<file path="config.mk">
export PLATFORM = sky130hd
export DESIGN_NAME = ifu_fetch
export DESIGN_NICKNAME = d
export VERILOG_FILES = /design/src/rtl/ifu_fetch.sv
export SDC_FILE = /design/constraint.sdc
export NUM_CORES = 1
export LEC_CHECK = 0
export ABC_AREA = 1
export CAP_MARGIN = 20
export CORE_ASPECT_RATIO = 0.7
export CORE_MARGIN = 2
export CORE_UTILIZATION = 49
export DETAILED_ROUTE_END_ITERATION = 10
export GPL_TIMING_DRIVEN = 0
export PLACE_DENSITY = 0.77
export REMOVE_ABC_BUFFERS = 1
export SLEW_MARGIN = 20
export SYNTH_ARGS = -nofsm -noshare
export SYNTH_HDL_FRONTEND = slang
export SYNTH_SLANG_ARGS = --single-unit
</file>
<file path="constraint.sdc">
create_clock -name clk -period 7.9 [get_ports clk]
set_input_delay 1.58 -clock clk [delete_from_list [all_inputs] [get_ports clk]]
set_output_delay 1.58 -clock clk [all_outputs]
set_load 0.05 [all_outputs]
</file>
<file path="src/rtl/ifu_fetch.sv">
// ifu_fetch: instruction fetch unit feeding the single-cycle core.
//
// Owns the sequential fetch PC and issues in-order reads to instruction memory over a
// valid/ready handshake. Returned words are buffered, together with their PC, in a
// DEPTH-entry FIFO. A redirect from the core restarts fetch at a new address, flushes
// the FIFO and discards responses still in flight for the old stream.
//
// Parameters:
//   RESET_PC  fetch address after reset
//   DEPTH     FIFO entries and maximum outstanding requests (power of 2, >= 2)
//
// Ports:
//   clk, rst                        clock, asynchronous active-high reset
//   redirect_valid, redirect_pc     fetch restart request from the core
//   imem_req_valid/ready/addr       read request channel to instruction memory
//   imem_rsp_valid, imem_rsp_data   in-order read response (always accepted)
//   fetch_fault                     misaligned redirect seen (IFU_MISALIGN_CHECK_EN only)
//   inst_valid, inst_ready          FIFO head handshake to the core
//   inst, inst_pc                   head instruction word and its PC
//
// Build option:
//   IFU_MISALIGN_CHECK_EN  when defined, a redirect to a non-word-aligned address raises
//                          fetch_fault and stalls fetch until an aligned redirect. When
//                          undefined, the low two redirect address bits are ignored.
module ifu_fetch #(
  parameter logic [31:0] RESET_PC = 32'h8000_0000,
  parameter int unsigned DEPTH    = 2
) (
  input  logic        clk,
  input  logic        rst,
  input  logic        redirect_valid,
  input  logic [31:0] redirect_pc,
  output logic        imem_req_valid,
  input  logic        imem_req_ready,
  output logic [31:0] imem_req_addr,
  input  logic        imem_rsp_valid,
  input  logic [31:0] imem_rsp_data,
`ifdef IFU_MISALIGN_CHECK_EN
  output logic        fetch_fault,
`endif
  output logic        inst_valid,
  input  logic        inst_ready,
  output logic [31:0] inst,
  output logic [31:0] inst_pc
);

  localparam int unsigned AW  = $clog2(DEPTH);
  localparam int unsigned CW  = AW + 1;
  localparam logic [CW:0] CAP = (CW+1)'(DEPTH);

  logic [31:0]   fetch_pc_q, rsp_pc_q;
  logic [CW-1:0] inflight_q, drop_cnt_q, count_q;
  logic [AW-1:0] rd_ptr_q, wr_ptr_q;
  logic [31:0]   data_q [DEPTH];
  logic [31:0]   pc_q   [DEPTH];
  logic          fault_q;
  logic [31:0]   redirect_tgt;
  logic [CW:0]   occupancy;
  logic          req_fire, push, pop;

`ifdef IFU_MISALIGN_CHECK_EN
  logic bad_align;
  assign redirect_tgt = redirect_pc;
  assign bad_align    = |redirect_pc[1:0];
  assign fetch_fault  = fault_q;
`else
  assign redirect_tgt = redirect_pc & 32'hFFFF_FFFC;
  assign fault_q      = 1'b0;
`endif

  // A request is only issued if there will be a FIFO slot for its response, so
  // outstanding requests plus buffered words never exceed DEPTH.
  assign occupancy      = {1'b0, inflight_q} + {1'b0, count_q};
  assign imem_req_valid = !rst && !redirect_valid && !fault_q && (occupancy < CAP);
  assign imem_req_addr  = fetch_pc_q;
  assign req_fire       = imem_req_valid && imem_req_ready;

  // Responses belonging to a flushed stream are counted off by drop_cnt.
  assign push       = imem_rsp_valid && (drop_cnt_q == '0) && !redirect_valid;
  assign inst_valid = (count_q != '0);
  assign pop        = inst_valid && inst_ready && !redirect_valid;
  assign inst       = data_q[rd_ptr_q];
  assign inst_pc    = pc_q[rd_ptr_q];

  always_ff @(posedge clk or posedge rst) begin
    if (rst) begin
      fetch_pc_q <= RESET_PC;
      rsp_pc_q   <= RESET_PC;
      inflight_q <= '0;
      drop_cnt_q <= '0;
      count_q    <= '0;
      rd_ptr_q   <= '0;
      wr_ptr_q   <= '0;
`ifdef IFU_MISALIGN_CHECK_EN
      fault_q    <= 1'b0;
`endif
      for (int i = 0; i < DEPTH; i++) begin
        data_q[i] <= '0;
        pc_q[i]   <= RESET_PC;
      end
    end else if (redirect_valid) begin
      // No request fires in a redirect cycle; a same-cycle response retires one
      // in-flight entry and is itself discarded.
      fetch_pc_q <= redirect_tgt;
      rsp_pc_q   <= redirect_tgt;
      inflight_q <= inflight_q - CW'(imem_rsp_valid);
      drop_cnt_q <= inflight_q - CW'(imem_rsp_valid);
      count_q    <= '0;
      rd_ptr_q   <= '0;
      wr_ptr_q   <= '0;
`ifdef IFU_MISALIGN_CHECK_EN
      fault_q    <= bad_align;
`endif
    end else begin
      if (req_fire) fetch_pc_q <= fetch_pc_q + 32'd4;
      inflight_q <= inflight_q + CW'(req_fire) - CW'(imem_rsp_valid);
      if (imem_rsp_valid && (drop_cnt_q != '0)) drop_cnt_q <= drop_cnt_q - 1'b1;
      if (push) begin
        data_q[wr_ptr_q] <= imem_rsp_data;
        pc_q[wr_ptr_q]   <= rsp_pc_q;
        rsp_pc_q         <= rsp_pc_q + 32'd4;
        wr_ptr_q         <= wr_ptr_q + 1'b1;
      end
      if (pop) rd_ptr_q <= rd_ptr_q + 1'b1;
      count_q <= count_q + CW'(push) - CW'(pop);
    end
  end

  // Credit accounting makes these impossible for a well-behaved memory.
  a_no_overflow : assert property (@(posedge clk) disable iff (rst)
    !(push && (count_q == CW'(DEPTH))));
  a_rsp_has_req : assert property (@(posedge clk) disable iff (rst)
    !(imem_rsp_valid && (inflight_q == '0)));
  a_drop_le_inflight : assert property (@(posedge clk) disable iff (rst)
    (drop_cnt_q <= inflight_q) && (inflight_q <= CW'(DEPTH)));

endmodule

</file>
==> flow_summary.yaml <==
floorplanning:
  die_w_um: 175.2
  die_area_um2: 21690
  row_count: 43
  core_um2: 19960
  start_util_pct: 50.36
  boundaryPins: 168
  fp.dieH_um: 123.8
cts:
  post_cts_resized: 0
  clk_path_buf_depth: 2
  cts_hold_repair.buffers: 0
  cts_tree: "built"
  clock-sinks: 192
  cts-root-buf: "clkbuf_16"
  post_cts_buffers: 0
  clock_latency_ns: 0.44
  cts_max_level: 4
  clk_pin_slew_ns: 0.07
  numCtsBuffers: 17
route:
  drt_pass1_iterations: 5
  drt-total-wl_um: 26420
  drcViolationCount: 0
  drtIter0Drc: 914
  via_per_inst: 5.273
  num_vias: 9307
  wl_per_cell_um: 14.97
  drtAntennaViolNets: 0
logic_synthesis:
  yosysWarnings: 0
  synth_area_leaders: "dfrtp_1, nand2_1, o21ai_0"
  yosys.area.top_type: "dfrtp_1"
  syn_inst: 1354
  synth_top_flop_cell: "dfrtp_1"
  synth_seq_area_share_pct: 47.85
  synth_cell_type_count: 37
  ys_async_sr_fraction_pct: 100.0
  synth_seq_cells: 192
  synth_top_area_share_pct: 46.80
  synth_edf_count: 0
  synthTopCellsByCount: "nand2_1, dfrtp_1, o21ai_0"
  synth_area_per_cell_um2: 7.424
  synthesis.area_um2: 10050
  synth.most_common_cell: "nand2_1"
sta:
  worst_pin_slew_ns: 0.7768
  hold_viol: 0
  timing.slew.headroom_pct: 48.21
  finClkSkew_ns: 0.01046
  setup_viol: 0
  rsz0062_at_grt: "false"
  min_period_ns: 5.362
  fmax_mhz: 186.5
  setup_slack_ns: 2.538
  fin_crit_sh_pct: 67.87
  setup_tns_ns: 0
  slew_violations: 0
grt:
  antenna_found_initial: 0
  first_global_vias: 8687
  grt_pass1_wl_um: 43770
  grt_max_degree: 126
  grt_use_total_pct: 25.39
  gr-total-overflow: 0
worst_setup_path:
  end_kind: "primary output"
  crit_type: "primary input to primary output"
  critPathRequiredTime_ns: 6.32
  arrival_ns: 3.78
  cp_max_fo: 101
  start_kind: "primary input"
outcome:
  outcome: "completed"
finish:
  antenna_cells: 0
  drive_gt1_share_pct: 6.020
  nNetsFinal: 1561
  syn2layout_area_growth_pct: 23.43
pwr:
  peakVddDrop_mv: 0.1700
  p_leak_nw: 5.997
  p_clk_share_pct: 19.8
  power_frac_comb_pct: 44.0
  seq_power_share_pct: 36.3
  p_per_area_nw_per_um2: 345.1
  total_power_mw: 4.281
  switching_power_mw: 1.926
  p_sw_share_pct: 44.99
  p_int_mw: 2.355
flow_run:
  cap_violations: 0
place:
  dp_hpwl_um: 18070
  finalWeightedCongestion: 0.9097
  place_ws_ns: 2.511
  port_buffers: 161
hold_path:
  min-delay-path-class: "flop to flop"
layout by cell type, fill, tap and decap left out, drive strengths merged:
master	n
xor2	12
clkinvlp	2
nand3	74
o221ai	1
o211ai	14
xnor2	3
nand2	540
a22oi	1
conb	4
nand4	19
clkinv	6
o21bai	5
o21ai	165
nor2	83
a21oi	13
dfrtp	188
buf	4
clkbuf	18
inv	147
nor3	14
and2	1
or2	5
o311ai	1
clkdlybuf4s50	160
ha	8
fa	1
dfstp	4
a31oi	2
worst max-delay path: stages:
cell,delay [ns]
clkdlybuf4s50_1,0.50
inv_8,0.51
nand3_1,0.18
inv_2,0.11
clkdlybuf4s50_1,0.80
cell families (layout without fill, tap and decap cells):
kind of cell / after synthesis / in the layout / synth area share [%]
and+or+nand+nor: 736 / 736 / 30.72
buffers and inverters: 199 / 337 / 8.240
AOI/OAI and AO/OA: 202 / 202 / 10.65
DFF: 192 / 192 / 47.85
other: 1 / 4 / 0.03731
xor gates and xnor gates: 15 / 15 / 1.307
adders and majority gates: 9 / 9 / 1.195
final cells by class:
type,count,area [um^2]
inverter,141,544.3
multi-input combinational,966,4447
clock buffer,18,439.2
clock inverter,14,143.9
sequential,192,4813
timing repair buffer,164,1682
tap,270,337.8
fill,1781,7553
state kept, by name (all words and copies together), names as in the netlist:
name	cells
imem_req_addr	30
inflight_q	2
rsp_pc_q	30
pc_q	60
count_q	2
drop_cnt_q	2
wr_ptr_q	1
rd_ptr_q	1
data_q	64
metrics by stage:
stage,instance area [um^2],cells,hold slack [ns],utilization [%]
3_5_place_dp,11810,1733,0.4726,59.17
4_1_cts,12390,1765,0.4900,62.09
2_1_floorplan,9769,1299,0.4529,-
6_report,12410,1765,0.4856,62.16
3_3_place_gp,11720,1730,0.4651,58.71
5_1_grt,12410,1765,0.5044,62.16
layer usage:
layer	up-vias	wire, um	GRT usage (%)
met4	0	350	7.135
met5	-	0	0
met3	26	2467	5.586
met2	396	10700	36.61
li1	4534	-	-
met1	4351	12900	38.40
power by group through the flow:
stage	logic [mW]	clock network (mW)	registers, mW
floorplan	1.21	0	1.59
global route	2.05	0.899	1.60
CTS	1.89	0.855	1.55
detailed placement	1.88	0	1.56
global placement	1.85	0	1.55
finish	1.88	0.846	1.55
final timing paths:
kind / startpoint / to / slack (ns) / depth (start not counted)
max: rst / imem_req_valid / 2.54 / 5
min: pc_q[36]$_DFFE_PP0P_ / pc_q[36]$_DFFE_PP0P_ / 0.49 / 2
max reg2reg: drop_cnt_q[0]$_DFFE_PP0P_ / count_q[1]$_DFF_PP0_ / 5.35 / 10
min reg2reg: pc_q[36]$_DFFE_PP0P_ / pc_q[36]$_DFFE_PP0P_ / 0.49 / 2
max in group asynchronous: rst / pc_q[63]$_DFFE_PP1P_ / 5.32 / 3
min in group asynchronous: rst / data_q[20]$_DFFE_PP0P_ / 1.66 / 2
No activity file was read; power rests on OpenSTA's default activity.
